[config.mk]
export PLATFORM = sky130hd
export DESIGN_NAME = param_fifo
export DESIGN_NICKNAME = d
export VERILOG_FILES = /design/src/rtl/param_fifo_pkg.sv /design/src/rtl/param_fifo_mem.sv /design/src/rtl/param_fifo.sv
export SDC_FILE = /design/constraint.sdc
export NUM_CORES = 1
export LEC_CHECK = 0
export BUFFER_PORTS_ARGS = -buffer_cell sky130_fd_sc_hd__buf_2
export CORE_ASPECT_RATIO = 1.5
export CORE_UTILIZATION = 53
export DETAILED_ROUTE_END_ITERATION = 8
export PLACE_DENSITY_LB_ADDON = 0.08
export REMOVE_ABC_BUFFERS = 1
export SYNTH_ARGS = -nofsm -noshare
export SYNTH_HDL_FRONTEND = slang
export SYNTH_HIERARCHICAL = 1
export SYNTH_SLANG_ARGS = --single-unit
[constraint.sdc]
create_clock -name clk -period 2.4 [get_ports clk]
set_input_delay 0 -clock clk [delete_from_list [all_inputs] [get_ports clk]]
set_output_delay 0 -clock clk [all_outputs]
set_load 0.05 [all_outputs]
[src/rtl/param_fifo_pkg.sv]
// Shared constants and helpers for the parameterised synchronous FIFO.
// Default word width/depth and the occupancy-counter width function live here.
package param_fifo_pkg;

  localparam int unsigned DefWidth = 8;
  localparam int unsigned DefDepth = 8;

  // Occupancy must represent 0..depth inclusive, hence one bit beyond the pointer width.
  function automatic int unsigned cnt_width(input int unsigned depth);
    return $clog2(depth) + 1;
  endfunction

endpackage

[src/rtl/param_fifo_mem.sv]
// DEPTH x WIDTH storage array for param_fifo: synchronous write port,
// combinational read port. Contents are not reset.
module param_fifo_mem
  import param_fifo_pkg::*;
#(
  parameter int unsigned Width = DefWidth,
  parameter int unsigned Depth = DefDepth,
  parameter int unsigned AddrW = $clog2(Depth)
) (
  input  logic             clk_i,
  input  logic             we_i,
  input  logic [AddrW-1:0] waddr_i,
  input  logic [Width-1:0] wdata_i,
  input  logic [AddrW-1:0] raddr_i,
  output logic [Width-1:0] rdata_o
);

  logic [Width-1:0] mem_q [Depth];

  always_ff @(posedge clk_i) begin
    if (we_i) begin
      mem_q[waddr_i] <= wdata_i;
    end
  end

  assign rdata_o = mem_q[raddr_i];

endmodule

[src/rtl/param_fifo.sv]
// Single-clock parameterised FIFO with registered read data and threshold flags.
// Optional sticky overflow/underflow flags are built when FIFO_ERR_FLAGS_EN is defined.
module param_fifo
  import param_fifo_pkg::*;
#(
  parameter int unsigned WIDTH    = DefWidth,
  parameter int unsigned DEPTH    = DefDepth,
  parameter int unsigned AF_LEVEL = DEPTH - 2,
  parameter int unsigned AE_LEVEL = 2
) (
  input  logic                   clk,
  input  logic                   rst_,
  input  logic                   fifo_write,
  input  logic                   fifo_read,
  input  logic [WIDTH-1:0]       fifo_data_in,
  output logic [WIDTH-1:0]       fifo_data_out,
  output logic                   fifo_full,
  output logic                   fifo_empty,
  output logic                   fifo_almost_full,
  output logic                   fifo_almost_empty,
  output logic [$clog2(DEPTH):0] fifo_cnt,
  output logic                   fifo_overflow,
  output logic                   fifo_underflow
);

  localparam int unsigned PtrW = $clog2(DEPTH);
  localparam int unsigned CntW = cnt_width(DEPTH);

  logic [PtrW-1:0]  rd_ptr, rd_ptr_d;
  logic [PtrW-1:0]  wr_ptr, wr_ptr_d;
  logic [CntW-1:0]  cnt, cnt_d;
  logic [WIDTH-1:0] data_out_q, data_out_d;
  logic [WIDTH-1:0] mem_rdata;
  logic             wr_acc, rd_acc;

  // A write is still accepted at full when a read frees the slot in the same cycle.
  assign wr_acc = fifo_write && (!fifo_full || fifo_read);
  assign rd_acc = fifo_read && !fifo_empty;

  always_comb begin
    rd_ptr_d   = rd_ptr;
    wr_ptr_d   = wr_ptr;
    cnt_d      = cnt;
    data_out_d = data_out_q;
    if (wr_acc) begin
      wr_ptr_d = wr_ptr + PtrW'(1);
    end
    if (rd_acc) begin
      rd_ptr_d   = rd_ptr + PtrW'(1);
      data_out_d = mem_rdata;
    end
    unique case ({wr_acc, rd_acc})
      2'b10:   cnt_d = cnt + CntW'(1);
      2'b01:   cnt_d = cnt - CntW'(1);
      default: cnt_d = cnt;
    endcase
  end

  always_ff @(posedge clk) begin
    if (!rst_) begin
      rd_ptr     <= '0;
      wr_ptr     <= '0;
      cnt        <= '0;
      data_out_q <= '0;
    end else begin
      rd_ptr     <= rd_ptr_d;
      wr_ptr     <= wr_ptr_d;
      cnt        <= cnt_d;
      data_out_q <= data_out_d;
    end
  end

  // Writes presented during reset must not disturb the array.
  param_fifo_mem #(
    .Width (WIDTH),
    .Depth (DEPTH),
    .AddrW (PtrW)
  ) u_mem (
    .clk_i   (clk),
    .we_i    (wr_acc && rst_),
    .waddr_i (wr_ptr),
    .wdata_i (fifo_data_in),
    .raddr_i (rd_ptr),
    .rdata_o (mem_rdata)
  );

  assign fifo_data_out     = data_out_q;
  assign fifo_cnt          = cnt;
  assign fifo_empty        = (cnt == '0);
  assign fifo_full         = (cnt == CntW'(DEPTH));
  assign fifo_almost_full  = (cnt >= CntW'(AF_LEVEL));
  assign fifo_almost_empty = (cnt <= CntW'(AE_LEVEL));

`ifdef FIFO_ERR_FLAGS_EN
  logic overflow_q, underflow_q;

  always_ff @(posedge clk) begin
    if (!rst_) begin
      overflow_q  <= 1'b0;
      underflow_q <= 1'b0;
    end else begin
      if (fifo_write && fifo_full && !fifo_read) begin
        overflow_q <= 1'b1;
      end
      if (fifo_read && fifo_empty) begin
        underflow_q <= 1'b1;
      end
    end
  end

  assign fifo_overflow  = overflow_q;
  assign fifo_underflow = underflow_q;
`else
  assign fifo_overflow  = 1'b0;
  assign fifo_underflow = 1'b0;
`endif

endmodule

==> results.md, run 1 <==
* Status: completed
* CTS root buf: clkbuf_8
* Crit end category: register
* Cell with the largest stage delay on the worst path: or4b_4
* Post-Synthesis Cells at 206
* Simple-gate share of the synthesized area at 6.52%
* Initial Utilization at 55.0%
* Synth area leaders: edfxtp_1 (57%), mux4_1 (12%), dfxtp_1 (11%)
* Slew @ Worst Pin at approximately 0.54 ns
* Yosys Warn Count at 6
* GRT Overall Usage at a little over a fifth
* Via count at between 1.5k and 2k
* Synth Area in Compound Gates at 3.72%
* Yosys reg bits at between 80 and 90
* Commonest non-fill, non-tap cell in the layout: edfxtp_1
* Num Clock Sinks at around 80
* Final Hold Vio Count at 0
* N_diodes at 0
* Die Ht at about 100 um
* Vias per inst at around 5.5
* Global-route wire length before repair at just over 10000 um
* Nets@finish at roughly 280
* CTS max path bufs at 2
* Crit Path Max Fanout at 3
* Critical path class: reg2reg
* Placer Congestion at 0.658
* Mapped Area at between 3000 and 4000 um^2
* Fill cells at 446
* Avg WL per Cell at approximately 19 um
* Area leader, netlist: edfxtp_1
* Worst Hold Class: in2reg
* Vias in the first global route at around 2k
* Final critical path time including I/O delays and setup at ~2.3 ns
* CTS Buf Count at 9
* Num rows at 35
* Largest net degree at the start of global routing at 19
* Period utilization at 97.0%
* Initial DRT Pass Iterations at 4
* Gr ovfl total at 0
* Relative slew slack at between 60% and 70%
* Endpoints failing setup at 0
* Final WS setup at ~0.072 ns
* Clk_lat worst skew at around 0.34 ns
* Max-slew violations at 0
* IO buf count at 27
* Worst Path Arrival at between 2 and 3 ns
* Die W at between 60 and 70 um
* # DRC at 0
* Mean Syn Cell Area at about 16 um^2
* Initial antenna violation count at 0
* Commonest non-fill, non-tap cells in the layout: edfxtp_1 (64), buf_2 (27), nand2_1 (22), buf_4 (21), nor2_1 (16)
* Hpwl dp at 4200 um
* Library cells used by synthesis at 35
* DRT Wirelength at roughly 6400 um
* Share of the synthesized area in the top cell type at a little under three fifths
* Post-Synth Adder-Cell Area at under 10%
* Post-synthesis sequential area ratio at about two thirds
* RSZ-0062 raised after global routing: no
* # H-tree levels at 3
* Overall power at 4.18 mW
* Placeable Area at a little over 6000 um^2
* I/O pin count at 30
* Die ar. at about 6700 um^2
* Max_cap viols at 0
* Routed Antenna Nets at 0
* CTS tree: done
* Cells along the critical path: or4b_4 > o21ai_4 > ha_4 > ha_4 > a21oi_4 > a21oi_1 > or4_1 > a21oi_1
* Worst path max stage delay at roughly 0.53 ns
* DRT iter0 DRCs at 77
* Pwr Density at approximately 1000 nW/um^2
* Fraction of synthesized area in multiplexers at approximately 15%
* Pleak at between 1 and 1.5 nW
* Achievable Freq at between 400 and 500 MHz
* Buf/Inv on CP at 0
* Worst Path Required at around 2.7 ns
* Layout area overhead at 19.5%
* XOR/XNOR Fraction of Synth Area at 1.55%
* Largest family of logic cells by synthesized area: multiplexers
* Family with the most delay on the worst path: simple AND/OR/NAND/NOR gates
* Placement Setup Slack at -0.0759 ns
* Clock slew at reported path FFs at approximately 0.08 ns
* Peak VDD IR at just over 500 uV
* Clock Skew at 0.00777 ns
* Fraction of layout cells with a size suffix above 1 at 30.6%
* Worst Setup Start Kind: register
## sequential cells by signal, indices dropped and copies added (netlist names)
| signal | flops |
|---|---|
| u_mem/mem_q | 64 |
| fifo_data_out | 8 |
| fifo_cnt | 4 |
| rd_ptr | 3 |
| wr_ptr | 3 |
## metrics by stage
stage                     instances  utilization (%)  hold WS [ns]  area [um^2]  setup TNS [ns]
final                           342             65.7        0.0181         4060               0
after CTS                       342             65.4       0.00633         4040               0
after global placement          317             59.6         0.250         3680       -0.000634
after global routing            342             65.7        0.0101         4060               0
after detailed placement        317             59.6         0.266         3680         -0.0759
after floorplan                 196                -        0.0989         3300          -12.00
## Yosys cell counts
library cell / instances
nor3_1: 2
or4_1: 1
nor2_1: 16
nand3_1: 2
clkbuf_1: 2
a21o_1: 1
nor4_1: 1
and3_1: 1
clkinv_1: 1
buf_2: 1
buf_12: 1
nand2_1: 22
dfxtp_1: 18
edfxtp_1: 64
o21ai_0: 1
fa_1: 1
ha_1: 5
a21oi_1: 14
mux4_1: 15
o211ai_2: 1
buf_6: 4
mux2_2: 8
a211oi_1: 1
inv_1: 4
buf_1: 1
inv_2: 1
o21ai_4: 1
or4b_4: 1
o31ai_1: 1
nand2b_1: 4
buf_4: 2
conb_1: 1
xnor2_1: 1
mux4_2: 1
xor2_1: 5
## cell type report
type	count	area, um^2	share of cell area [%]
flip-flops and latches	82	2290	56.4
repair buffers	57	383	9.44
multi-input cells	108	1040	25.6
clock buffers	10	128	3.15
clock inverters	5	104	2.56
inverters	6	22.5	0.555
well taps	74	92.6	2.28
## per-layer routing
metal,vias up,track usage (%),wire length [um]
met5,-,0,0
met4,0,5.89,67
met3,6,4.55,227
met2,37,40.0,3500
met1,940,25.4,2590
li1,899,-,-
## power by group
part	leakage (nW)	switching (mW)	internal, mW	total (mW)
Combinational	0.639	0.826	0.508	1.33
Clock	0.116	0.463	0.686	1.15
Sequential	0.726	0.0672	1.63	1.70
Total	1.48	1.36	2.83	4.18
## path summary, 6_finish.rpt
check	depth (start not counted)	slack, ns	to	from
setup / recovery	8	0.07	fifo_cnt[3]	fifo_cnt[1]
hold / removal	4	0.02	wr_ptr[2]	fifo_write
setup reg to reg	8	0.07	fifo_cnt[3]	fifo_cnt[1]
hold reg to reg	2	0.46	fifo_data_out[7]	fifo_data_out[7]
## tightest hold or removal path: cells and delay by family
| family | cells | cell delay, ns |
|---|---|---|
| buf+inv | 1 | 0.12 |
| xor+xnor | 1 | 0.06 |
| simple gates | 1 | 0.07 |
| compound gates | 1 | 0.07 |
## kinds of logic (layout without fill, tap and decap cells)
logic type / after synthesis / in the layout
mux: 24 / 24
other cells: 1 / 2
compound gates: 20 / 20
xor+xnor: 6 / 6
simple gates: 50 / 50
fa+ha+maj: 6 / 6
buf+inv: 17 / 78
flops: 82 / 82
## repair_timing
item / CTS / global route
hold buffers: 9 / 0
endpoints found under the setup margin: 1 / 1
pin swaps: 3 / 4
cloned: 0 / 0
gates resized for setup: 5 / 4
hold endpoints to repair: 65 / 0
buffers inserted: 1 / 0
No activity file was read; power rests on OpenSTA's default activity.
==> inputs of run 2 (changes only) <==
CORE_ASPECT_RATIO = 0.5   (was 1.5)
==> run 2 against run 1 <==
Clock-buffer cell count down 1. Clock power increased by 11%. Sequential cell count did not move. First-iteration DRC count grew 25%. Fmax decreased by 2.2%. Register-to-register slack worse by 0.05 ns. Critical endpoint unchanged.
==> results.md, run 2 (synthesis gave the netlist of run 1 again) <==
* Final WS setup at roughly 0.02 ns
* Final setup TNS at 0 ns
* # DRC at 0
* Initial antenna violation count at 0
* Die W at ~120 um
* # H-tree levels at 3
* Vias in the first global route at 1845
* IO buf count at 27
* Commonest non-fill, non-tap cells in the layout: edfxtp_1 (64), buf_2 (27), nand2_1 (22), buf_4 (18), dfxtp_1 (17)
* Final Hold Vio Count at 0
* CTS Buf Count at 9
* CTS root buf: clkbuf_16
* Clk_lat worst skew at roughly 0.32 ns
* Fin area at between 4000 and 5000 um^2
* Num rows at 20
* Commonest non-fill, non-tap cell in the layout: edfxtp_1
* Die ar. at ~6700 um^2
* Placeable Area at 6130 um^2
* Critical path class: reg2reg
* DRT iter0 DRCs at 96
* Max_cap viols at 0
* Max reg flops at between 60 and 70
* Finished Layout Cells at ~350
* RSZ-0062 raised after global routing: yes
* Relative slew slack at about two fifths
* Placer Congestion at about 0.88
* Endpoints failing setup at 0
* Max-slew violations at 0
* Nets@finish at roughly 280
* Final critical path time including I/O delays and setup at ~2.4 ns
* Fill cells at 440
* Initial DRT Pass Iterations at 4
* Most flop-heavy register: u_mem/mem_q
* DRT Wirelength at between 6000 and 7000 um
* Area occupied by multi-input gates at between 1000 and 1500 um^2
* Achievable Freq at 420 MHz
* Placement Setup Slack at -0.0760 ns
* Crit Path Max Fanout at 4
* Pleak at ~1.5 nW
* Routed Antenna Nets at 0
* Layout area overhead at 20.7%
* N_diodes at 0
* I/O pin count at 30
* Gr ovfl total at 0
* Num Clock Sinks at ~80
* Worst Hold Class: in2reg
* Via count at 1877
* Worst Setup Start Kind: register
* Pwr Density at ~1100 nW/um^2
* Die Ht at ~60 um
* Placed cell areas at roughly 3700 um^2
* Largest net degree at the start of global routing at 19
* Clock Skew at between 0.005 and 0.006 ns
* GRT Overall Usage at around 20%
* CTS max path bufs at 2
* Hpwl dp at just under 4000 um
* Crit end category: register
* Placed Cells at roughly 330
* Global-route wire length before repair at ~9500 um
* Util after Layout at about 67%
* Peak VDD IR at around 440 uV
* Worst Path Required at roughly 2.7 ns
* Avg WL per Cell at roughly 17 um
* Fraction of layout cells with a size suffix above 1 at approximately 29%
* Worst Path Arrival at around 2.6 ns
* Initial Utilization at a little under three fifths
* Slew @ Worst Pin at between 0.8 and 0.9 ns
* Storage cell area at ~2300 um^2
* Period utilization at between 90% and 100%
* CTS tree: done
* Clock slew at reported path FFs at approximately 0.06 ns
* Vias per inst at 5.32
* Status: completed
run 2: changes by cell type in the layout (fill, tap and decap cells not counted), moves of 2 or more:
cell and change:
dfxtp_1 +2, dfxtp_2 -2, nor2_2 +2, buf_4 -3
clkbuf_16 +9, clkbuf_8 -9, nor2_1 -2, bufinv_16 -2
clkinv_1 +2
run 2: worst paths after layout:
kind | start | to | slack [ns] | depth (start not counted)
setup / recovery | fifo_cnt[1] | fifo_cnt[3] | 0.02 | 8
hold / removal | fifo_write | wr_ptr[2] | 0.06 | 4
setup reg to reg | fifo_cnt[1] | fifo_cnt[3] | 0.02 | 8
hold reg to reg | fifo_data_out[3] | fifo_data_out[3] | 0.45 | 2
run 2: critical path, cell delays in order, from the launching register on:
cell	delay, ns
dfxtp_1	0.34
or4b_4	0.55
o21ai_4	0.17
ha_4	0.17
ha_4	0.20
a21oi_2	0.15
a21oi_1	0.09
or4_1	0.48
a21oi_1	0.15
run 2: layer usage:
metal	track usage (%)	routed length, um
met5	0	0
met4	6.68	62
met3	6.18	267
met2	33.4	2820
met1	26.7	2860
run 2: timing repair:
item	4_1_cts	5_1_grt
hold buffers	9	0
pin swaps	3	1
cloned	0	0
endpoints found under the setup margin	1	17
setup buffers	1	0
gates resized for setup	4	4
endpoints found under the hold margin	65	0
run 2: per-stage QoR:
stage               hold slack, ns  power (mW)
floorplan                   0.0989        2.62
global placement             0.258        3.01
CTS                         0.0532        4.38
detailed placement           0.273        3.03
finish                      0.0598        4.36
global route                0.0960        4.58
run 2: layout make-up:
class                           count  share of cell area, %
Sequential cell                    82                   55.7
Multi-Input combinational cell    108                   25.3
Timing Repair Buffer               54                   8.79
Clock buffer                        9                   5.50
Tap cell                           88                   2.69
Clock inverter                      6                   1.44
Inverter                            6                  0.550
run 2: where the power goes:
group / total (mW) / internal (mW) / leakage [nW] / switching [mW]
sequential: 1.70 / 1.63 / 0.725 / 0.0679
clock: 1.28 / 0.791 / 0.136 / 0.492
combinational: 1.38 / 0.538 / 0.620 / 0.841
